## src/rtl/adder16_seq_ctrl.sv

```systemverilog
// adder16_seq_ctrl
//   Multi-cycle add/subtract unit. A single 16-bit adder slice is reused once
//   per clock, LSB slice first, to build a WIDTH-bit result. The carry between
//   slices is kept in a register.
//
// Parameters
//   WIDTH      operand/result width, a multiple of 16 that is >= 16
//
// Ports
//   clk        system clock, rising edge
//   rst_n      asynchronous active-low reset
//   in_valid   request valid
//   in_ready   request accepted when in_valid && in_ready at a clk edge
//   in_a       operand A
//   in_b       operand B
//   in_sub     1: result = A - B, 0: result = A + B
//   out_valid  result valid
//   out_ready  result taken when out_valid && out_ready at a clk edge
//   out_sum    result, modulo 2^WIDTH
//   out_carry  carry out of the MSB slice (for subtract, 1 = no borrow)
//   busy       high while an operation is calculating or waiting to be taken
module adder16_seq_ctrl #(
  parameter int WIDTH = 32
) (
  input  logic             clk,
  input  logic             rst_n,
  input  logic             in_valid,
  output logic             in_ready,
  input  logic [WIDTH-1:0] in_a,
  input  logic [WIDTH-1:0] in_b,
  input  logic             in_sub,
  output logic             out_valid,
  input  logic             out_ready,
  output logic [WIDTH-1:0] out_sum,
  output logic             out_carry,
  output logic             busy
);

  localparam int NSLICE = WIDTH / 16;
  // Keep the index at least one bit wide so WIDTH=16 still elaborates.
  localparam int IDX_W = (NSLICE > 1) ? $clog2(NSLICE) : 1;
  localparam logic [IDX_W-1:0] LAST_IDX = IDX_W'(NSLICE - 1);

  typedef enum logic [1:0] {
    IDLE = 2'd0,
    CALC = 2'd1,
    DONE = 2'd2
  } state_t;

  state_t           state_q, state_d;
  logic [IDX_W-1:0] idx_q, idx_d;
  logic             carry_q, carry_d;
  logic [WIDTH-1:0] a_q, a_d;
  logic [WIDTH-1:0] bx_q, bx_d;
  logic [WIDTH-1:0] sum_q, sum_d;
  logic             cout_q, cout_d;
  logic             in_ready_q, in_ready_d;
  logic             out_valid_q, out_valid_d;
  logic             busy_q, busy_d;

  logic [15:0]      slice_a;
  logic [15:0]      slice_b;
  logic [15:0]      slice_sum;
  logic             slice_cout;

  // The shared adder slice: the current 16-bit window of A and B/~B plus the
  // carry left behind by the previous slice.
  always_comb begin
    slice_a = a_q[16*idx_q +: 16];
    slice_b = bx_q[16*idx_q +: 16];
    {slice_cout, slice_sum} = {1'b0, slice_a} + {1'b0, slice_b} + {16'd0, carry_q};
  end

  // Next-state logic. Subtraction is A + ~B + 1, so B is inverted at capture
  // and the +1 enters as the initial carry.
  always_comb begin
    state_d = state_q;
    idx_d   = idx_q;
    carry_d = carry_q;
    a_d     = a_q;
    bx_d    = bx_q;
    sum_d   = sum_q;
    cout_d  = cout_q;

    unique case (state_q)
      IDLE: begin
        if (in_valid) begin
          a_d     = in_a;
          bx_d    = in_sub ? ~in_b : in_b;
          carry_d = in_sub;
          idx_d   = '0;
          state_d = CALC;
        end
      end
      CALC: begin
        sum_d[16*idx_q +: 16] = slice_sum;
        carry_d               = slice_cout;
        if (idx_q == LAST_IDX) begin
          cout_d  = slice_cout;
          state_d = DONE;
        end else begin
          idx_d = idx_q + 1'b1;
        end
      end
      DONE: begin
        if (out_ready) begin
          state_d = IDLE;
        end
      end
      default: begin
        state_d = IDLE;
      end
    endcase

    // Handshake outputs are registered copies decoded from the next state.
    in_ready_d  = (state_d == IDLE);
    out_valid_d = (state_d == DONE);
    busy_d      = (state_d != IDLE);
  end

  // All state and registered outputs. Reset drops any operation in flight.
  always_ff @(posedge clk or negedge rst_n) begin
    if (!rst_n) begin
      state_q     <= IDLE;
      idx_q       <= '0;
      carry_q     <= 1'b0;
      a_q         <= '0;
      bx_q        <= '0;
      sum_q       <= '0;
      cout_q      <= 1'b0;
      in_ready_q  <= 1'b1;
      out_valid_q <= 1'b0;
      busy_q      <= 1'b0;
    end else begin
      state_q     <= state_d;
      idx_q       <= idx_d;
      carry_q     <= carry_d;
      a_q         <= a_d;
      bx_q        <= bx_d;
      sum_q       <= sum_d;
      cout_q      <= cout_d;
      in_ready_q  <= in_ready_d;
      out_valid_q <= out_valid_d;
      busy_q      <= busy_d;
    end
  end

  assign in_ready  = in_ready_q;
  assign out_valid = out_valid_q;
  assign out_sum   = sum_q;
  assign out_carry = cout_q;
  assign busy      = busy_q;

endmodule

```

## config.mk

```make
export PLATFORM = sky130hd
export DESIGN_NAME = adder16_seq_ctrl
export DESIGN_NICKNAME = d
export VERILOG_FILES = /design/src/rtl/adder16_seq_ctrl.sv
export SDC_FILE = /design/constraint.sdc
export NUM_CORES = 1
export LEC_CHECK = 0
export BUFFER_PORTS_ARGS = -buffer_cell sky130_fd_sc_hd__buf_2
export CORE_ASPECT_RATIO = 1.25
export CORE_MARGIN = 4
export CORE_UTILIZATION = 40
export CTS_CLUSTER_DIAMETER = 60
export DETAILED_ROUTE_END_ITERATION = 8
export SETUP_SLACK_MARGIN = 0.15
export SLEW_MARGIN = 40
export SYNTH_ARGS = -nofsm -noshare
export SYNTH_HDL_FRONTEND = slang
export SYNTH_SLANG_ARGS = --single-unit
export TNS_END_PERCENT = 20
```

## constraint.sdc

```tcl
create_clock -name clk -period 3.1 [get_ports clk]
set_clock_uncertainty 0.15 [all_clocks]
set_input_delay 0.31 -clock clk [delete_from_list [all_inputs] [get_ports clk]]
set_output_delay 0.31 -clock clk [all_outputs]
set_load 0.005 [all_outputs]
```

==> load_flow_metrics.sql <==
INSERT INTO impl_metrics (metric_group, metric, value, unit) VALUES
('timing', 'final_hold_viol_count', '0', ''),
('drt', 'vias', '3896', ''),
('setup_path', 'arrival_time_of_the_worst_setup_path', '3030', 'ps'),
('clocking', 'clock_tree.buffer_depth', '2', ''),
('floorplan', 'design.die.area', '15030', 'um^2'),
('setup_path', 'reg2reg_to', 'out_sum[28]$_DFFE_PN0P_', ''),
('worst_hold_path', 'endpoint_with_the_worst_hold_slack', 'a_q[10]$_DFFE_PN0P_', ''),
('drt', 'antenna_left', '0', ''),
('synthesis', 'synth_top_cells_by_count', 'sky130_fd_sc_hd__dfrtp_1 (103), sky130_fd_sc_hd__mux2_2 (64), sky130_fd_sc_hd__nand2_1 (58)', ''),
('drt', 'post_drt_wl_per_cell', '15.26', 'um'),
('global_routing', 'first_pass_grt_wire_length', '19950', 'um'),
('floorplan', 'floorplan.initialDensity', '0.4108', ''),
('timing', 'worst_slew_pin_slew', '700.0', 'ps'),
('global_routing', 'grtUsageTotal', '0.1619', ''),
('clocking', 'tritoncts', 'yes', ''),
('timing', 'hold_slack', '42.50', 'ps'),
('clocking', 'clock_insertion_delay_worst_skew', '350', 'ps'),
('setup_path', 'critical_path.cell_chain', 'mux2_4 -> fa_2 -> fa_2 -> a21o_1 -> a221oi_4 -> o21ai_2 -> a31o_2 -> xnor2_2 -> o21ai_1', ''),
('placed_design', 'count_of_buffers_inserted_at_the_top_level_ports', '104', ''),
('setup_path', 'reg2reg_depth', '9', ''),
('status', 'status', 'finished clean', ''),
('drt', 'remaining_drc_errors', '0', ''),
('finish', 'layoutNonFillerInstCount', '780', ''),
('setup_path', 'library_cell_appearing_most_often_on_the_critical_path', 'sky130_fd_sc_hd__fa_2', ''),
('placed_design', 'placed_area', '6047', 'um^2'),
('synthesis', 'netlist_area_before_placement', '5249', 'um^2'),
('synthesis', 'synthDominantAreaCellType', 'sky130_fd_sc_hd__dfrtp_1', ''),
('finish', 'synth_to_final_area_change', '25.29', '%'),
('placed_design', 'detailed_place_hpwl', '8644', 'um'),
('synthesis', 'synth.yosys.warnings', '0', ''),
('clocking', 'cts_inserted_buffers', '9', ''),
('flow_run', 'timing.max_cap.violations', '0', ''),
('finish', 'filler_instances', '1176', ''),
('setup_path', 'worst_setup_path_end_kind', 'register', ''),
('synthesis', 'yosys_register_bits', '104', ''),
('setup_path', 'data_required_critical_path', '3150', 'ps'),
('finish', 'final_util', '0.5147', ''),
('floorplan', 'die-width', '110.5', 'um'),
('finish', 'postLayoutCellArea', '6576', 'um^2'),
('setup_path', 'crit_type', 'register to register', ''),
('timing', 'final-max-slew-violation-count', '0', ''),
('setup_path', 'critical_path.top_delay_family', 'compound AO/OA/AOI/OAI gates', ''),
('synthesis', 'synth_top_area_share', '0.4911', ''),
('global_routing', 'grt_max_degree', '97', ''),
('finish', 'drive_gt1_frac', '0.3807', ''),
('global_routing', 'antenna_found_initial', '0', ''),
('clocking', 'cts-root-buf', 'sky130_fd_sc_hd__clkbuf_16', ''),
('setup_path', 'rrSetupSlack', '120', 'ps'),
('floorplan', 'placementRows', '46', ''),
('synthesis', 'fraction_of_the_yosys_area_taken_by_sequential_cells', '0.4961', ''),
('drt', 'avgViaCountPerCell', '4.995', ''),
('synthesis', 'asyncSetResetFlopFracSynth', '1.000', ''),
('finish', 'num_antenna_cells', '0', ''),
('drt', 'wirelength', '11900', 'um'),
('finish', 'area.sequential', '2605', 'um^2'),
('floorplan', 'placeable_area', '12780', 'um^2'),
('synthesis', 'synth_ff_type', 'sky130_fd_sc_hd__dfrtp_1', ''),
('drt', 'dr.first_iter.drc_count', '122', ''),
('worst_hold_path', 'hold_path.startpoint', 'in_a[10]', ''),
('worst_hold_path', 'min_path_type', 'primary input to register', ''),
('worst_hold_path', 'min_delay_path_depth', '2', ''),
('synthesis', 'ys_top_cells_by_area', 'sky130_fd_sc_hd__dfrtp_1 (49%), sky130_fd_sc_hd__mux2_2 (14%), sky130_fd_sc_hd__xnor2_1 (6.3%)', ''),
('clocking', 'clock_tree.htree_level_count', '3', ''),
('timing', 'min_period_over_period', '0.9617', ''),
('synthesis', 'synth_cells', '497', ''),
('synthesis', 'yosys.cell_count.top_type', 'sky130_fd_sc_hd__dfrtp_1', ''),
('pwr', 'power_per_cell_area', '1445', 'nW/um^2'),
('synthesis', 'synth.net_count', '583', ''),
('finish', 'multi_input_comb_area', '2646', 'um^2'),
('drt', 'first_pass_iteration_count_of_the_detailed_router', '4', ''),
('pwr', 'report.power.total', '9.502', 'mW');
timing repair:
action	CTS	global route
hold endpoints to repair	54	0
pin swaps	4	11
setup endpoints to repair	12	18
buffers inserted	1	5
resized for setup	5	24
hold buffers	1	0
state kept, by name, indices dropped and copies added, names as in the netlist, 2 cells and up:
name,cells
a_q,32
bx_q,32
out_sum,32
state_q,2
where the power goes:
part / switching (mW) / leakage [nW] / total, mW / internal [mW]
Combinational: 3.03 / 1.55 / 5.83 / 2.81
Clock: 0.495 / 0.161 / 1.27 / 0.774
Sequential: 0.352 / 1.22 / 2.40 / 2.05
routing by layer:
metal | vias up | global-route usage | routed length (um)
met2 | 100 | 0.2628 | 5674
met1 | 1841 | 0.2168 | 5481
met4 | 0 | 0.06571 | 248
met3 | 15 | 0.02760 | 498
li1 | 1940 | - | -
met5 | - | 0 | 0
worst max path at each step:
stage / startpoint / end / slack [ps] / cells after the start
3_3_place_gp: idx_q$_DFFE_PN0P_ / out_sum[14]$_DFFE_PN0P_ / 90 / 9
6_report: idx_q$_DFFE_PN0P_ / out_sum[28]$_DFFE_PN0P_ / 120 / 9
2_1_floorplan: idx_q$_DFFE_PN0P_ / out_sum[28]$_DFFE_PN0P_ / 180 / 10
3_5_place_dp: idx_q$_DFFE_PN0P_ / out_sum[30]$_DFFE_PN0P_ / 20 / 9
4_1_cts: idx_q$_DFFE_PN0P_ / out_sum[31]$_DFFE_PN0P_ / 120 / 9
5_1_grt: idx_q$_DFFE_PN0P_ / out_sum[28]$_DFFE_PN0P_ / -10 / 9
cell families after synthesis:
kind of cell | synth area share
adder cells (fa/ha/maj) | 0.04339
AND/OR/NAND/NOR | 0.1139
flip-flops | 0.4961
buffers and inverters | 0.02312
multiplexers | 0.1373
XOR/XNOR | 0.07175
AO/OA/AOI/OAI | 0.1144
placed cells by master, fill, tap and decap left out, types with 4 or more instances in the layout:
master	synthesis	final
sky130_fd_sc_hd__nor2_1	43	42
sky130_fd_sc_hd__a21o_1	4	4
sky130_fd_sc_hd__buf_2	1	102
sky130_fd_sc_hd__xnor2_1	38	35
sky130_fd_sc_hd__o21ai_0	28	24
sky130_fd_sc_hd__nand3_1	5	5
sky130_fd_sc_hd__nand4_1	7	7
sky130_fd_sc_hd__xor2_1	5	5
sky130_fd_sc_hd__ha_1	15	10
sky130_fd_sc_hd__buf_12	0	4
sky130_fd_sc_hd__or3_1	5	5
sky130_fd_sc_hd__nand2_1	58	58
sky130_fd_sc_hd__o21ai_1	5	7
sky130_fd_sc_hd__dfrtp_1	103	102
sky130_fd_sc_hd__a21oi_1	45	45
sky130_fd_sc_hd__buf_4	0	20
sky130_fd_sc_hd__clkbuf_16	0	9
sky130_fd_sc_hd__mux2_2	64	62
layout make-up:
cell class / instances / share of cell area
clock inverters: 4 / 0.01142
inverters: 3 / 0.001712
well taps: 168 / 0.03196
flip-flops and latches: 104 / 0.3961
repair buffers: 128 / 0.1159
multi-input cells: 361 / 0.4024
clock buffers: 12 / 0.04053
worst reg2reg max path: cells and delay by family (launching register included):
kind,cells,cell delay [ps]
xor gates and xnor gates,1,140
DFF,1,450
AOI/OAI and AO/OA,5,990
adders and majority gates,2,780
muxes,1,320
Power figures use the tool's default switching activity.
